===== src/rtl/can_pkg.sv =====
// rtl/can_pkg.sv - shared CAN bus levels, error-frame state encoding and default lengths
package can_pkg;

    localparam logic CAN_DOMINANT  = 1'b0;
    localparam logic CAN_RECESSIVE = 1'b1;

    typedef enum logic [2:0] {
        IDLE     = 3'd0,
        FLAG     = 3'd1,
        WAIT_REC = 3'd2,
        DELIM    = 3'd3,
        INTERM   = 3'd4,
        BUSOFF   = 3'd5
    } ef_state_t;

    localparam int unsigned DEF_FLAG_LEN    = 6;
    localparam int unsigned DEF_DELIM_LEN   = 8;
    localparam int unsigned DEF_INTERM_LEN  = 3;
    localparam int unsigned DEF_DOM_LIMIT   = 14;
    localparam int unsigned DEF_BO_IDLE_LEN = 11;
    localparam int unsigned DEF_BO_SEQ_CNT  = 128;

    function automatic logic frame_state(input ef_state_t s);
        return (s == FLAG) || (s == WAIT_REC) || (s == DELIM) || (s == INTERM);
    endfunction

endpackage


===== src/rtl/can_busoff_monitor.sv =====
// rtl/can_busoff_monitor.sv - counts recessive idle sequences during bus-off for recovery
module can_busoff_monitor
    import can_pkg::*;
#(
    parameter int unsigned BO_IDLE_LEN = DEF_BO_IDLE_LEN,
    parameter int unsigned BO_SEQ_CNT  = DEF_BO_SEQ_CNT
) (
    input  logic clk,
    input  logic rst,
    input  logic en,
    input  logic bit_tick,
    input  logic rx_bit,
    output logic busoff_recovered
);

    localparam logic [3:0] IDLE_LEN_C = 4'(BO_IDLE_LEN);
    localparam logic [7:0] SEQ_CNT_C  = 8'(BO_SEQ_CNT);

    logic [3:0] run_cnt;
    logic [7:0] seq_cnt;

    // Counters only live while enabled; leaving bus-off discards all progress.
    always_ff @(posedge clk) begin
        busoff_recovered <= 1'b0;
        if (rst || !en) begin
            run_cnt <= '0;
            seq_cnt <= '0;
        end else if (bit_tick) begin
            if (rx_bit == CAN_DOMINANT) begin
                run_cnt <= '0;
            end else if (run_cnt + 4'd1 == IDLE_LEN_C) begin
                run_cnt <= '0;
                if (seq_cnt != SEQ_CNT_C) begin
                    seq_cnt <= seq_cnt + 8'd1;
                    if (seq_cnt + 8'd1 == SEQ_CNT_C) begin
                        busoff_recovered <= 1'b1;
                    end
                end
            end else begin
                run_cnt <= run_cnt + 4'd1;
            end
        end
    end

endmodule


===== src/rtl/error_frame_gen.sv =====
// rtl/error_frame_gen.sv - drives CAN error flag, delimiter and intermission; tracks bus-off
module error_frame_gen
    import can_pkg::*;
#(
    parameter int unsigned FLAG_LEN    = DEF_FLAG_LEN,
    parameter int unsigned DELIM_LEN   = DEF_DELIM_LEN,
    parameter int unsigned INTERM_LEN  = DEF_INTERM_LEN,
    parameter int unsigned DOM_LIMIT   = DEF_DOM_LIMIT,
    parameter int unsigned BO_IDLE_LEN = DEF_BO_IDLE_LEN,
    parameter int unsigned BO_SEQ_CNT  = DEF_BO_SEQ_CNT
) (
    input  logic clk,
    input  logic rst,
    input  logic bit_tick,
    input  logic rx_bit,
    input  logic error_frame_req,
    input  logic error_passive,
    input  logic bus_off,
    output logic tx_bit,
    output logic ef_active,
    output logic error_frame_sent,
    output logic delim_error,
    output logic dom_overrun,
    output logic busoff_recovered
);

    localparam logic [3:0] FLAG_LEN_C   = 4'(FLAG_LEN);
    localparam logic [3:0] DELIM_LEN_C  = 4'(DELIM_LEN);
    localparam logic [3:0] INTERM_LEN_C = 4'(INTERM_LEN);
    localparam logic [3:0] DOM_LIMIT_C  = 4'(DOM_LIMIT);

    ef_state_t  state, state_nxt;
    logic [3:0] cnt, cnt_nxt;
    logic [3:0] eq_cnt, eq_cnt_nxt;
    logic [3:0] dom_cnt, dom_cnt_nxt;
    logic       prev_rx, prev_rx_nxt;
    logic       mode_passive, mode_nxt;
    logic       tx_nxt;
    logic       sent_nxt, delim_err_nxt, dom_ovr_nxt;

    logic [3:0] cnt_inc;
    logic [3:0] dom_inc;
    logic [3:0] eq_run;

    assign cnt_inc = cnt + 4'd1;
    assign dom_inc = dom_cnt + 4'd1;
    // eq_cnt==0 means no bit sampled yet in this flag, so the first bit starts a run of one.
    assign eq_run  = ((eq_cnt != 4'd0) && (rx_bit == prev_rx)) ? eq_cnt + 4'd1 : 4'd1;

    always_ff @(posedge clk) begin
        if (rst) begin
            state            <= IDLE;
            cnt              <= '0;
            eq_cnt           <= '0;
            dom_cnt          <= '0;
            prev_rx          <= CAN_RECESSIVE;
            mode_passive     <= 1'b0;
            tx_bit           <= CAN_RECESSIVE;
            ef_active        <= 1'b0;
            error_frame_sent <= 1'b0;
            delim_error      <= 1'b0;
            dom_overrun      <= 1'b0;
        end else begin
            state            <= state_nxt;
            cnt              <= cnt_nxt;
            eq_cnt           <= eq_cnt_nxt;
            dom_cnt          <= dom_cnt_nxt;
            prev_rx          <= prev_rx_nxt;
            mode_passive     <= mode_nxt;
            tx_bit           <= tx_nxt;
            ef_active        <= frame_state(state_nxt);
            error_frame_sent <= sent_nxt;
            delim_error      <= delim_err_nxt;
            dom_overrun      <= dom_ovr_nxt;
        end
    end

    always_comb begin
        state_nxt     = state;
        cnt_nxt       = cnt;
        eq_cnt_nxt    = eq_cnt;
        dom_cnt_nxt   = dom_cnt;
        prev_rx_nxt   = prev_rx;
        mode_nxt      = mode_passive;
        tx_nxt        = tx_bit;
        sent_nxt      = 1'b0;
        delim_err_nxt = 1'b0;
        dom_ovr_nxt   = 1'b0;

        // bus_off abort does not wait for a bit tick.
        if (bus_off && (state != BUSOFF)) begin
            state_nxt   = BUSOFF;
            tx_nxt      = CAN_RECESSIVE;
            cnt_nxt     = '0;
            eq_cnt_nxt  = '0;
            dom_cnt_nxt = '0;
            sent_nxt    = frame_state(state);
        end else if (bit_tick) begin
            case (state)
                IDLE: begin
                    if (error_frame_req) begin
                        state_nxt  = FLAG;
                        mode_nxt   = error_passive;
                        tx_nxt     = error_passive ? CAN_RECESSIVE : CAN_DOMINANT;
                        cnt_nxt    = '0;
                        eq_cnt_nxt = '0;
                    end
                end
                FLAG: begin
                    if (!mode_passive) begin
                        cnt_nxt = cnt_inc;
                        if (cnt_inc == FLAG_LEN_C) begin
                            state_nxt   = WAIT_REC;
                            tx_nxt      = CAN_RECESSIVE;
                            cnt_nxt     = '0;
                            dom_cnt_nxt = '0;
                        end
                    end else begin
                        eq_cnt_nxt  = eq_run;
                        prev_rx_nxt = rx_bit;
                        if (eq_run == FLAG_LEN_C) begin
                            state_nxt   = WAIT_REC;
                            tx_nxt      = CAN_RECESSIVE;
                            eq_cnt_nxt  = '0;
                            dom_cnt_nxt = '0;
                        end
                    end
                end
                WAIT_REC: begin
                    if (rx_bit == CAN_RECESSIVE) begin
                        state_nxt   = DELIM;
                        cnt_nxt     = 4'd1;
                        dom_cnt_nxt = '0;
                    end else if (dom_inc == DOM_LIMIT_C) begin
                        dom_ovr_nxt = 1'b1;
                        dom_cnt_nxt = '0;
                    end else begin
                        dom_cnt_nxt = dom_inc;
                    end
                end
                DELIM: begin
                    if (rx_bit == CAN_RECESSIVE) begin
                        cnt_nxt = cnt_inc;
                        if (cnt_inc == DELIM_LEN_C) begin
                            state_nxt = INTERM;
                            cnt_nxt   = '0;
                        end
                    end else begin
                        // Dominant in the delimiter restarts a fresh flag without reporting completion.
                        delim_err_nxt = 1'b1;
                        state_nxt     = FLAG;
                        mode_nxt      = error_passive;
                        tx_nxt        = error_passive ? CAN_RECESSIVE : CAN_DOMINANT;
                        cnt_nxt       = '0;
                        eq_cnt_nxt    = '0;
                    end
                end
                INTERM: begin
                    cnt_nxt = cnt_inc;
                    if ((cnt_inc == INTERM_LEN_C) || (rx_bit == CAN_DOMINANT)) begin
                        sent_nxt  = 1'b1;
                        state_nxt = IDLE;
                        cnt_nxt   = '0;
                    end
                end
                BUSOFF: begin
                    if (!bus_off) begin
                        state_nxt = IDLE;
                    end
                end
                default: begin
                    state_nxt = IDLE;
                    tx_nxt    = CAN_RECESSIVE;
                end
            endcase
        end
    end

    can_busoff_monitor #(
        .BO_IDLE_LEN(BO_IDLE_LEN),
        .BO_SEQ_CNT (BO_SEQ_CNT)
    ) u_busoff_monitor (
        .clk             (clk),
        .rst             (rst),
        .en              ((state == BUSOFF) && bus_off),
        .bit_tick        (bit_tick),
        .rx_bit          (rx_bit),
        .busoff_recovered(busoff_recovered)
    );

endmodule

===== config.mk =====
export PLATFORM = sky130hd
export DESIGN_NAME = error_frame_gen
export DESIGN_NICKNAME = d
export VERILOG_FILES = /design/src/rtl/can_pkg.sv /design/src/rtl/can_busoff_monitor.sv /design/src/rtl/error_frame_gen.sv
export SDC_FILE = /design/constraint.sdc
export NUM_CORES = 1
export LEC_CHECK = 0
export BUFFER_PORTS_ARGS = -buffer_cell sky130_fd_sc_hd__buf_4
export CAP_MARGIN = 20
export CORE_MARGIN = 10
export CORE_UTILIZATION = 65
export DETAILED_ROUTE_END_ITERATION = 6
export PLACE_DENSITY = 0.84
export SYNTH_ARGS = -nofsm -noshare
export SYNTH_HDL_FRONTEND = slang
export SYNTH_SLANG_ARGS = --single-unit

===== constraint.sdc =====
create_clock -name clk -period 4.5 [get_ports clk]
set_clock_uncertainty 0.05 [all_clocks]
set_input_delay 0.225 -clock clk [delete_from_list [all_inputs] [get_ports clk]]
set_output_delay 0.225 -clock clk [all_outputs]
set_load 0.01 [all_outputs]

======== Word level (Yosys, flattened, before mapping) ========
Index checks and enable logic that the tools add are counted.
storage, ports and cells
  register bits ........................... 35
  input port bits ......................... 7
  output and inout port bits .............. 6
operators by class
  $add $sub $neg .......................... 5
  equality and inequality tests ........... 26
  mux-type cells .......................... 50
  bitwise gates (word level) .............. 8
  reduce and logical (&&, ||, !) cells .... 30
operator list
  cell                                                 count
  two-way mux 4 bit                                    18
  two-way mux 3 bit                                    11
  case mux 4 bit (5 select lines)                      1
  case mux 3 bit (6 select lines)                      1
  adder 4 x 1 -> 4 bit, second input constant          4
  two-way mux 1 bit                                    15
  AND reduction 5 bit                                  3
  equality test 3 x 2 -> 1 bit, second input constant  4
  equality test 4 bit, second input constant           3
  case mux 4 bit (3 select lines)                      1
  AND reduction 4 bit                                  3
  != test 2 bit, second input constant                 5
  OR reduction 5 bit                                   2
  equality test 3 bit, second input constant           3
  adder 8 x 1 -> 8 bit, second input constant          1
  equality test 4 x 3 -> 1 bit, second input constant  2
  equality test 8 bit, second input constant           1
  logical OR 1 bit                                     8
  != test 8 bit, second input constant                 1
  inverter 1 bit                                       8
  case mux 4 bit (2 select lines)                      1
  equality test 3 x 1 -> 1 bit, second input constant  2
  != test 3 x 2 -> 1 bit, second input constant        2
  AND reduction 6 bit                                  1
  other kinds (15)                                     18

======== Depth between registers and ports, before layout ========
Gate-level depths: netlist (run 1).
  word-level depth ........................ 13
  gate-level depth with buffers ........... 9
  mapped depth without buffers ............ 8

======== By module ========
A second synthesis (run 1) with hierarchy kept.
unflattened totals
  cells, all modules ...................... 310
  area, all modules ....................... 2419.8 um^2
modules (own cells, without submodules)
  module              instances  cells each  area each (um^2)
  error_frame_gen     1          212         1567.8
  can_busoff_monitor  1          98          852.1

======== Worst setup path after synthesis (run 1) ========
No wires, ideal clock.
  kind .................................... register to register
  start point ............................. reg eq_cnt[0]
  end point ............................... reg state[1]
  arrival time ............................ 1.795 ns
  data required time ...................... 4.380 ns
  slack ................................... 2.584 ns
  cell stages (with the launch flop) ...... 9
  period minus slack after synthesis ...... 1.916 ns
  path through ............................ dfxtp_1 > inv_1 > ha_1 > nand4bb_1 > o22ai_1 > a32o_1 > nand2_1 > a211o_1 > a21oi_1
on the way
  word-level cells in the longest chain between the ends .. 9
  elaborated cells on any way between the ends .. 10
  classes of those cells .................. 1 x add/sub; 1 x eq/ne; 6 x mux; 2 x reduce/logical
ends and longest elaborated chain
  what                                                                          RTL line                source
  start, declared                                                               error_frame_gen.sv:34   logic [3:0] eq_cnt, eq_cnt_nxt;
  start signal, assigned                                                        error_frame_gen.sv:66   eq_cnt <= eq_cnt_nxt;
  parallel branches: the longest is 2 deep, another holds adder 4 x 1 -> 4 bit  -
  two-way mux 4 bit *                                                           error_frame_gen.sv:48   assign eq_run = ((eq_cnt != 4'd0) && (rx_bit == prev_rx)) ? eq_cnt + 4'd1 : 4'd1;
  equality test 4 x 3 -> 1 bit *                                                error_frame_gen.sv:121  if (eq_run == FLAG_LEN_C) begin
  two-way mux 3 bit *                                                           error_frame_gen.sv:121
  two-way mux 3 bit *                                                           error_frame_gen.sv:110  if (!mode_passive) begin
  case mux 3 bit (6 select lines) *                                             error_frame_gen.sv:99   case (state)
  two-way mux 3 bit *                                                           error_frame_gen.sv:98   end else if (bit_tick) begin
  two-way mux 3 bit *                                                           error_frame_gen.sv:91   if (bus_off && (state != BUSOFF)) begin
  end signal, assigned                                                          error_frame_gen.sv:64   state <= state_nxt;
  end, declared                                                                 error_frame_gen.sv:32   ef_state_t state, state_nxt;
Every way passes the cells marked *.
A chain may end at the register's enable or synchronous reset.

======== Final worst setup path (run 1) ========
  start point ............................. reg state[2]
  end point ............................... reg eq_cnt[3]
on the way
  word-level cells in the longest chain between the ends .. 3
  elaborated cells on any way between the ends .. 12
  classes of those cells .................. 6 x eq/ne; 1 x mux; 5 x reduce/logical
ends and longest elaborated chain
  what                                                                               RTL line
  equality test 3 x 1 -> 1 bit (tied with other cells)                               error_frame_gen.sv:99
  != test 2 bit (no source line) (tied with other cells)                             -
  AND reduction 5 bit (no source line) / OR reduction 2 bit (equally long branches)  -
Several ways; a longest one is shown, not always the timed one.

==> results by group, run 1 <==
CTS
  – CTS tree: built
  – Max Buffers Root-to-Sink: 2
  – CTS buffer count: 5
  – Worst-Skew Late Latency: 0.34 ns
  – Htree depth: 2
  – CTS resizes: 0
  – Postcts setup bufs: 0
  – Sink Count: 35
  – Clock Root Buffer: clkbuf_4
  – # hold bufs at CTS: 0
  – CTS clock-pin slew for the worst setup and hold paths: 0.10 ns

Place
  – Routability cong.: 0.9025
  – PortBufs: 12
  – Pre-CTS setup slack: 2.163 ns
  – DP HPWL: 3579 um

Worst setup path
  – CP max stage delay: 0.77 ns
  – Critical-path cell list: nand4b_2 > o211ai_1 > or3_1 > or4_1 > a21oi_1
  – R2r worst-path depth: 5
  – Crit path max-delay cell type: dfxtp_1
  – Crit start category: flop
  – CP required: 4.72 ns
  – WP data arrival: 2.63 ns
  – Reg2reg setup slack: 2.09 ns
  – R2r endpoint: eq_cnt[3]$_SDFFE_PP0P_
  – Crit Path Category: flop to flop
  – Critical Path End Type: flop
  – RR Startpoint: state[2]$_SDFF_PP0_
  – CP Max Fanout: 24

Power
  – Pwr dens: 226.4 nW/um^2
  – Logic pwr share: 11.8%
  – Int Pwr: 399.6 uW
  – Sequential power share: 58.7%
  – P_leak: 0.8591 nW
  – Clock share of power: 29.5%
  – Sw Share: 27.54%
  – Worst VDD drop: 0.1803 mV
  – Psw: 151.9 uW

Route
  – Vias/cell: 6.261
  – 1st-iter DRT viols: 144
  – DR vias: 2160
  – Routed wire length: 4940 um
  – Post-route DRC: 0
  – Detail Route Antenna Nets: 0
  – First drt pass iteration count: 4
  – Routed wire per std cell: 14.32 um

Global route
  – First-pass GRT wire length: 8576 um
  – Largest net degree at the start of global routing: 25
  – Initial antenna violation count: 0
  – Grt total ovfl: 0
  – Vias in the first global route: 1920
  – GRT Total Usage: 16.17%

Die
  – Row count: 21
  – Die W: 79.63 um
  – # IOs: 13
  – Die span in y: 79.63 um
  – Area of the die: 6340 sq um
  – Starting Density: 68.18%
  – Core Footprint: 3390 sq um

Finish
  – Layout area overhead: 5.414%
  – Commonest non-fill, non-tap cell in the layout: dfxtp_1
  – Most frequent cells in the layout: 35 x dfxtp_1, 28 x nor2_1, 24 x nand2_1
  – Multi-input logic area: 1493 sq um
  – FF+latch area: 700.7 sq um
  – Share of cells above drive strength 1: 9.365%
  – Post-layout util: 71.87%
  – Fillers: 290
  – Total Nets Final: 316
  – Antenna cells: 0

Synth
  – Synth area leaders: dfxtp_1 30%, ha_1 6.0%, a21oi_1 5.0%
  – Cells after synthesis: 295
  – Syn nets: 313
  – Syn Area/Cell: 7.834 sq um
  – Post-synth ARST share: 0%
  – Library cells used by synthesis: 55
  – #FFs+latches synth: 35
  – Cell Area, Synth: 2311 sq um
  – Sequential area share after synthesis: 30.32%
  – Post-synth EDFFs: 0
  – Synth warnings: 0
  – Share of the synthesized area in the top cell type: 30.32%
  – Synth area leader: dfxtp_1
  – Top_reg_cell synth: dfxtp_1

Timing
  – Worst-margin pin slew: 0.8159 ns
  – Final hold violation count: 0
  – Final min period: 2.407 ns
  – # setup viols final: 0
  – RSZ-0062 raised after global routing: false
  – Fmax: 415.4 MHz
  – Slew margin rel.: 44.84%
  – PnR worst setup slack: 2.093 ns
  – Max-slew violations: 0
  – Final Cycle Share: 53.50%
  – Setup TNS: 0 ns

Worst hold path
  – Hold path cells: 2
  – Hold EP: mode_passive$_SDFFE_PP0P_
  – Hold path start: rst
  – Worst hold path class: primary input to flop

Outcome
  – Status: complete, no violations

Run
  – Maxcap violations: 0
==> metrics by stage <==
step / total power, mW / hold slack [ns] / cell area [sq um] / instances
after floorplan: 0.3769 / 0.3225 / 2311 / 295
after global placement: 0.3939 / 0.4149 / 2386 / 337
after detailed placement: 0.3944 / 0.4234 / 2386 / 337
after CTS: 0.5528 / 0.07209 / 2436 / 345
after global routing: 0.5754 / 0.07477 / 2436 / 345
final: 0.5515 / 0.07478 / 2436 / 345
==> synthesized netlist by cell type, types with 2 or more instances <==
master / n
nand4b_1: 3
nor2b_1: 7
buf_2: 4
a211oi_1: 3
mux2i_1: 4
a21o_1: 2
a21bo_2: 2
and3_1: 7
xnor2_1: 4
ha_1: 11
or3_1: 3
buf_4: 2
nand3_1: 13
and2_1: 3
dfxtp_1: 35
nand2_1: 24
a2111oi_0: 3
nor3_1: 8
nor4_1: 3
nand4_1: 5
xor2_1: 10
clkbuf_1: 10
a21oi_1: 23
or2_2: 3
o41ai_1: 2
a31oi_1: 2
inv_1: 12
a22oi_1: 2
a211o_1: 2
a32o_1: 2
nand2b_1: 4
nand3b_1: 4
nor4b_1: 3
o211ai_1: 2
nor2_1: 28
o21ai_0: 17
or4_1: 2
nor3b_1: 4
==> power by group through the flow <==
stage / clock network (mW) / registers [mW] / logic, mW
after floorplan: 0 / 0.324 / 0.0525
after global placement: 0 / 0.330 / 0.0635
after detailed placement: 0 / 0.331 / 0.0639
after CTS: 0.165 / 0.324 / 0.0641
after global routing: 0.178 / 0.325 / 0.0725
final: 0.163 / 0.324 / 0.0650
==> worst max-delay path by stage <==
stage	start	to	slack, ns	depth (start not counted)
after floorplan	eq_cnt[0]$_SDFFE_PP0P_	state[1]$_SDFF_PP0_	2.58	8
after global placement	state[0]$_SDFF_PP0_	dom_cnt[1]$_SDFFE_PP0P_	2.20	5
after detailed placement	state[2]$_SDFF_PP0_	eq_cnt[3]$_SDFFE_PP0P_	2.16	5
after CTS	state[2]$_SDFF_PP0_	eq_cnt[3]$_SDFFE_PP0P_	2.12	5
after global routing	state[2]$_SDFF_PP0_	eq_cnt[3]$_SDFFE_PP0P_	1.92	5
final	state[2]$_SDFF_PP0_	eq_cnt[3]$_SDFFE_PP0P_	2.09	5
==> worst max-delay path: cells and delay by family, from the launching register on <==
kind / cells / cell delay [ns]
AND/OR/NAND/NOR: 3 / 1.25
flip-flops: 1 / 0.77
AO/OA/AOI/OAI: 2 / 0.27
==> area by class of cell <==
class	count	area share (%)
flip-flops and latches	35	28.76
clock inverters	1	0.2054
inverters	12	1.849
clock buffers	7	1.849
well taps	46	2.363
repair buffers	12	3.698
multi-input cells	232	61.27
==> registers in the layout, summed over array words and instances (netlist names), 3 cells and up <==
register / cells
u_busoff_monitor.run_cnt: 4
eq_cnt: 4
u_busoff_monitor.seq_cnt: 8
state: 3
dom_cnt: 4
cnt: 4
==> cell families (layout without fill, tap and decap cells) <==
family	after synthesis	after routing	share of synthesized area, %
flip-flops	35	35	30.32
XOR/XNOR	14	14	5.306
buffers and inverters	28	32	5.089
AND/OR/NAND/NOR	129	129	30.32
adder cells (fa/ha/maj)	11	11	5.956
AO/OA/AOI/OAI	73	73	20.79
multiplexers	5	5	2.220
==> layer usage <==
layer  routed length, um  share of wire [%]  GRT usage (%)
met1                2359                 48          21.14
met2                2170                 44          25.24
met3                 359                7.3          4.279
met4                  50                1.0          4.839
met5                   0                  0              0
No activity file was read; power rests on OpenSTA's default activity.
==> run 2: changes to the inputs <==
ABC_AREA = 1   (was default)
CORE_UTILIZATION = 54   (was 65)
PLACE_DENSITY = 0.75   (was 0.84)
clock period = 1.9 ns   (was 4.5 ns; I/O delays follow)
==> run 2 against run 1 <==
Compared with the run above:
- sequential power increased by 140%
- largest power group unchanged
- critical endpoint is now ef_active$_SDFF_PP0_
- sequential share of layout area decreased by 0.21 points
- worst setup slack got worse by 2.0 ns
==> results by group, run 2 <==
Timing
  – Slew margin rel.: 70.36% (+26 points)
  – Final min period: 1.842 ns (-0.5650 ns)
  – RSZ-0062 raised after global routing: true
  – Fmax: 542.8 MHz (+31%)
  – Setup TNS: 0 ns (unchanged)
  – # setup viols final: 0 (unchanged)
  – Worst-margin pin slew: 0.4412 ns (-0.3747 ns)
  – Final hold violation count: 0 (unchanged)
  – Max-slew violations: 0 (unchanged)
  – Final Cycle Share: 96.96% (+43 points)

Global route
  – M1 GR Usage: 17.11% (-4.0 points)
  – Vias in the first global route: 1850 (-3.6%)
  – Busiest layer in global routing: met2
  – Largest net degree at the start of global routing: 14 (-44%)
  – Initial antenna violation count: 0 (unchanged)
  – GRT Total Usage: 13.70% (-2.5 points)
  – Grt total ovfl: 0 (unchanged)
  – M3 GR Usage: 3.809% (-0.47 points)
  – First-pass GRT wire length: 8266 um (-3.6%)
  – Grt met2 use: 22.28% (-3.0 points)

Synth
  – Sequential area share after synthesis: 32.56% (+2.2 points)
  – Synth area leader: dfxtp_1
  – Post-synth EDFFs: 0 (unchanged)
  – Post-synth ARST share: 0% (unchanged)
  – Synth cell count leaders: 59 x nand2_1, 42 x inv_1, 35 x dfxtp_1, 28 x a21oi_1, 28 x nor2_1
  – Syn Area/Cell: 7.010 sq um (-11%)
  – Cell Area, Synth: 2152 sq um (-6.9%)
  – Top-count cell post-synth: nand2_1
  – #FFs+latches synth: 35 (unchanged)
  – Top_reg_cell synth: dfxtp_1
  – Syn nets: 325 (+3.8%)
  – Share of the synthesized area in the top cell type: 32.56% (+2.2 points)
  – Library cells used by synthesis: 34 (-38%)
  – Synth area leaders: dfxtp_1 33%, nand2_1 10%, inv_1 7.3%
  – Synth warnings: 0 (unchanged)
  – Cells after synthesis: 307 (+4.1%)

Die
  – Starting Density: 57.49% (-11 points)
  – Area of the die: 6911 sq um (+9.0%)
  – Die span in y: 83.13 um (+4.4%)
  – # IOs: 13 (unchanged)
  – Die W: 83.13 um (+4.4%)
  – Core Footprint: 3744 sq um (+10%)
  – Row count: 22 (+4.8%)

Route
  – Vias/cell: 5.270 (-16%)
  – Routed wire length: 4837 um (-2.1%)
  – Routed wire per std cell: 12.66 um (-12%)
  – DR vias: 2013 (-6.8%)
  – Detail Route Antenna Nets: 0 (unchanged)
  – Post-route DRC: 0 (unchanged)
  – 1st-iter DRT viols: 156 (+8.3%)
  – First drt pass iteration count: 5 (+1)

Finish
  – Largest Register: u_busoff_monitor.seq_cnt
  – Most frequent cells in the layout: 57 x nand2_1, 41 x inv_1, 31 x dfxtp_1
  – Antenna cells: 0 (unchanged)
  – Largest register FFs: 8 (unchanged)
  – Commonest non-fill, non-tap cell in the layout: nand2_1
  – Fillers: 345 (+19%)
  – Share of cells above drive strength 1: 17.66% (+8.3 points)
  – Total Nets Final: 352 (+11%)
  – Final cell count without fillers: 382 (+11%)
  – Layout area overhead: 15.64%

CTS
  – Htree depth: 2 (unchanged)
  – CTS buffer count: 5 (unchanged)
  – Sink Count: 35 (unchanged)
  – Worst-Skew Late Latency: 0.29 ns (-0.05 ns)
  – CTS clock-pin slew for the worst setup and hold paths: 0.07 ns (-0.03 ns)
  – Max Buffers Root-to-Sink: 2 (unchanged)
  – CTS tree: built
  – Clock Root Buffer: clkbuf_8

Power
  – Pwr dens: 663.6 nW/um^2 (+190%)
  – Psw: 431.7 uW (+180%)
  – Sw Share: 26.14% (-1.4 points)
  – P_leak: 1.009 nW (+17%)
  – Sequential power share: 46.4% (-12 points)
  – Clock share of power: 39.6% (+10 points)
  – Worst VDD drop: 0.4758 mV (+160%)
  – Int Pwr: 1.220 mW (+210%)
  – Logic pwr share: 13.9% (+2.1 points)

Worst hold path
  – Worst hold path class: primary input to flop

Worst setup path
  – Crit start category: flop
  – WP data arrival: 1.99 ns (-0.64 ns)
  – CP Max Fanout: 5 (-79%)
  – Reg2reg setup slack: 0.06 ns (-2.03 ns)
  – Critical Path End Type: flop
  – Crit Path Category: flop to flop
  – CP required: 2.04 ns (-2.68 ns)

Run
  – Maxcap violations: 0 (unchanged)

Place
  – Routability cong.: 0.9129 (+1.2%)
  – PortBufs: 12 (unchanged)
  – Dpl cells: 369 (+9.5%)
  – DP HPWL: 3567 um (-0.34%)

Outcome
  – Status: complete, no violations
-- run 2: cell types whose count changed after synthesis, sizes merged, moves of 6 or more --
| cell | change |
|---|---|
| inv | +36 |
| and3 | -7 |
| nor2b | -7 |
| nand2 | +38 |
| clkbuf | -9 |
| nand3 | +14 |
| a21oi | +6 |
-- run 2: final timing paths --
kind / endpoint / cells after the start / start
max: ef_active$_SDFF_PP0_ / 15 / eq_cnt[0]$_SDFFE_PP0P_
min: delim_error$_SDFF_PP0_ / 2 / rx_bit
max reg2reg: ef_active$_SDFF_PP0_ / 15 / eq_cnt[0]$_SDFFE_PP0P_
min reg2reg: dom_cnt[3]$_SDFFE_PP0P_ / 2 / dom_cnt[3]$_SDFFE_PP0P_
-- run 2: critical path, cell delays in order, from the launching register on --
cell and delay (ns):
dfxtp_4 0.36, inv_1 0.05, ha_1 0.27, inv_1 0.06
nor2_2 0.12, nand2_2 0.10, o21bai_1 0.16, nand3_1 0.09
nand2_1 0.08, nand2_1 0.05, nand2_1 0.06, nand2_1 0.08
nand2_1 0.07, nand2_1 0.05, nand2_1 0.05, inv_1 0.03
-- run 2: metrics by stage --
step	hold WS (ns)	power [mW]	setup slack, ns	util (%)	area [sq um]
floorplan	0.1174	0.9402	0.1414	-	2152
global placement	0.3063	0.9968	0.04354	61.70	2310
detailed placement	0.3064	0.9979	-0.002818	61.70	2310
CTS	0.01936	1.649	0.003821	64.77	2425
global route	0.02345	1.731	-0.09651	66.48	2489
finish	0.01851	1.651	0.05769	66.48	2489
-- run 2: layer usage --
layer  vias to the layer above  share of wire [%]
met5                         -                  0
met4                         0                1.0
met3                         5                5.7
met2                        50                 47
met1                       900                 47
li1                       1058                  -
-- run 2: kinds of logic after synthesis --
kind of cell,count (synthesis),synth area share (%)
AO/OA/AOI/OAI,53,14.07
buffers and inverters,52,10.12
flip-flops,35,32.56
AND/OR/NAND/NOR,144,31.98
adder cells (fa/ha/maj),11,6.395
XOR/XNOR,12,4.884
-- run 2: layout make-up --
class                      count  area [sq um]  area share, %
sequential                    35         710.7          28.56
clock buffer                   6         72.57          2.916
tap                           48         60.06          2.413
clock inverter                 1         30.03          1.207
inverter                      48         183.9          7.391
timing repair buffer          24         180.2          7.240
multi-input combinational    220          1251          50.28
-- run 2: what timing repair did --
item | 4_1_cts | 5_1_grt
gates resized for setup | 2 | 12
setup buffers | 0 | 5
setup endpoints to repair | 1 | 15
endpoints found under the hold margin | 2 | 0
pin swaps | 2 | 4
hold buffers | 1 | 0
-- run 2: power by group through the flow --
stage / registers (mW) / logic (mW) / clock network, mW
finish: 0.767 / 0.230 / 0.654
CTS: 0.768 / 0.216 / 0.666
floorplan: 0.784 / 0.156 / 0
detailed placement: 0.785 / 0.213 / 0
global placement: 0.784 / 0.213 / 0
global route: 0.769 / 0.259 / 0.704
==> run 3: changes to the inputs <==
BUFFER_PORTS_ARGS = default   (was -buffer_cell sky130_fd_sc_hd__buf_4)
CORE_UTILIZATION = 28   (was 54)
DONT_BUFFER_PORTS = 1   (was default)
PLACE_DENSITY = default   (was 0.75)
==> run 3 against run 2 <==
Compared with the run above:
- worst hold slack worse by 0.019 ns
- die area is 68% higher
- register-to-register slack better by 0.03 ns
- clock-buffer cell count is 2 higher
- first-iteration DRC count is 41% lower
- clock power is 7.8% lower
- cell area is 2.7% higher
- sequential share of layout area is 0.64 points lower
- flip-flop and latch count stayed put
- worst setup slack better by 0.034 ns
- cell count is 12% higher
- the flow now finishes with violations (hold timing)
==> results by group, run 3 (synthesized netlist as in run 2, its figures left out) <==
Timing
  – Final hold violation count: 1 (+1)
  – # setup viols final: 0 (unchanged)
  – Hold Worst Slack: -0.0006225 ns (-0.01913 ns)
  – Final min period: 1.808 ns (-0.03437 ns)
  – Final Cycle Share: 95.15% (-1.8 points)
  – Worst-margin pin slew: 0.4441 ns (+0.002898 ns)
  – Max-slew violations: 0 (unchanged)
  – Slew margin rel.: 70.17% (-0.19 points)
  – RSZ-0062 raised after global routing: true
  – Fmax: 553.1 MHz (+1.9%)
  – Setup TNS: 0 ns (unchanged)

Die
  – Die span in y: 107.7 um (+30%)
  – # IOs: 13 (unchanged)
  – Row count: 31 (+41%)
  – Starting Density: 29.20% (-28 points)
  – Area of the die: 11590 sq um (+68%)
  – Core Footprint: 7370 sq um (+97%)
  – Die W: 107.7 um (+30%)

Finish
  – Layout area overhead: 18.72%
  – Largest Register: u_busoff_monitor.seq_cnt
  – Post-layout util: 34.67% (-32 points)
  – Most frequent cells in the layout: 56 x nand2_1, 38 x inv_1, 29 x dfxtp_1
  – Antenna cells: 0 (unchanged)
  – Commonest non-fill, non-tap cell in the layout: nand2_1
  – Fillers: 779 (+130%)
  – Largest register FFs: 8 (unchanged)
  – Total Nets Final: 344 (-2.3%)
  – Share of cells above drive strength 1: 18.35% (+0.68 points)

Place
  – PortBufs: 0 (-12)
  – Routability cong.: 0.8644 (-5.3%)
  – DP HPWL: 3732 um (+4.6%)

Global route
  – Grt total ovfl: 0 (unchanged)
  – GRT Total Usage: 9.067% (-4.6 points)
  – Largest net degree at the start of global routing: 11 (-3)
  – Vias in the first global route: 1865 (+0.81%)
  – First-pass GRT wire length: 8604 um (+4.1%)
  – Initial antenna violation count: 0 (unchanged)

Worst setup path
  – Critical Path End Type: flop
  – CP Max Fanout: 8 (+3)
  – Delay-heaviest family, CP: simple AND/OR/NAND/NOR gates
  – Critical-path cell list: inv_4 > ha_4 > inv_2 > nor2_4 > nand2_2 > o21ai_2 > buf_4 > nand4_4 > nand3b_1 > a21oi_1
  – Crit Path Category: flop to flop
  – Crit start category: flop
  – Crit path max-delay cell type: dfxtp_4
  – CP max stage delay: 0.40 ns (+0.04 ns)
  – Buf/Inv on CP: 3 (unchanged)
  – CP required: 2.08 ns (+0.04 ns)
  – WP data arrival: 1.99 ns (about the same)

Outcome
  – Status: finished with violations
  – Failing checks: hold timing

Power
  – Psw: 431.5 uW (about the same)
  – Design Power: 1.587 mW (-3.9%)
  – Sequential power share: 48.6% (+2.2 points)
  – Logic pwr share: 13.5% (-0.4 points)
  – Clock share of power: 38.0% (-1.6 points)
  – P_leak: 0.9783 nW (-3.0%)
  – Pwr dens: 621.2 nW/um^2 (-6.4%)
  – Sw Share: 27.19% (+1.0 points)
  – Worst VDD drop: 0.2570 mV (-46%)
  – Int Pwr: 1.156 mW (-5.3%)

Worst hold path
  – Worst hold path class: primary input to flop

Route
  – Routed wire per std cell: 12.12 um (-4.3%)
  – First drt pass iteration count: 4 (-1)
  – DR vias: 2012 (-0.050%)
  – Detail Route Antenna Nets: 0 (unchanged)
  – Vias/cell: 4.723 (-10%)
  – 1st-iter DRT viols: 92 (-41%)
  – Post-route DRC: 0 (unchanged)
  – Routed wire length: 5163 um (+6.7%)

CTS
  – Clock Root Buffer: clkbuf_8
  – CTS clock-pin slew for the worst setup and hold paths: 0.07 ns (about the same)
  – Worst-Skew Late Latency: 0.29 ns (about the same)
  – CTS tree: built
  – Htree depth: 2 (unchanged)
  – Sink Count: 35 (unchanged)
  – Max Buffers Root-to-Sink: 2 (unchanged)
  – CTS buffer count: 5 (unchanged)

Run
  – Maxcap violations: 0 (unchanged)
## run 3: final timing paths
kind / from / to / slack, ns / cells after the start
min: rx_bit / dom_overrun$_SDFF_PP0_ / -0.0006 / 3
max reg2reg: eq_cnt[0]$_SDFFE_PP0P_ / dom_cnt[2]$_SDFFE_PP0P_ / 0.09 / 10
min reg2reg: dom_cnt[3]$_SDFFE_PP0P_ / dom_cnt[3]$_SDFFE_PP0P_ / 0.41 / 2
max: eq_cnt[0]$_SDFFE_PP0P_ / dom_cnt[2]$_SDFFE_PP0P_ / 0.09 / 10
## run 3: power groups by stage
stage,logic (mW),clock network [mW],registers (mW)
6_report,0.214,0.603,0.771
5_1_grt,0.240,0.660,0.773
4_1_cts,0.204,0.617,0.771
2_1_floorplan,0.156,0,0.784
3_3_place_gp,0.187,0,0.788
3_5_place_dp,0.188,0,0.788
## run 3: metal layers
| layer | vias up | global-route usage, % | part of all wire [%] |
|---|---|---|---|
| met5 | - | 0 | 0 |
| met4 | 0 | 2.099 | 1.2 |
| met3 | 7 | 3.593 | 5.0 |
| met2 | 31 | 14.48 | 47 |
| met1 | 927 | 11.15 | 47 |
| li1 | 1047 | - | - |
## run 3: what timing repair did
action | in CTS | in global routing
setup buffers | 0 | 2
setup endpoints to repair | 5 | 12
endpoints found under the hold margin | 13 | 0
hold buffers | 5 | 0
pin swaps | 0 | 9
resized for setup | 2 | 24
## run 3: cell type report
| cell class | count | area (sq um) | area share, % |
|---|---|---|---|
| Inverter | 48 | 182.7 | 7.150 |
| Clock buffer | 8 | 100.1 | 3.918 |
| Sequential cell | 35 | 713.2 | 27.91 |
| Multi-Input combinational cell | 220 | 1303 | 50.98 |
| Tap cell | 99 | 123.9 | 4.848 |
| Timing Repair Buffer | 16 | 132.6 | 5.191 |
## run 3: per-stage QoR
stage	instance area (sq um)	setup WS [ns]	instances	hold WS [ns]
floorplan	2152	0.1414	307	0.1174
global placement	2306	0.04751	411	0.1188
detailed placement	2306	-0.03863	411	0.1218
CTS	2459	0.001046	424	0.001746
global route	2555	-0.07294	426	0.01658
finish	2555	0.09207	426	-0.0006225
## run 3: tightest hold or removal path, delay by kind of cell
family        cells  cell delay, ns
buf+inv           1            0.10
simple gates      2            0.10
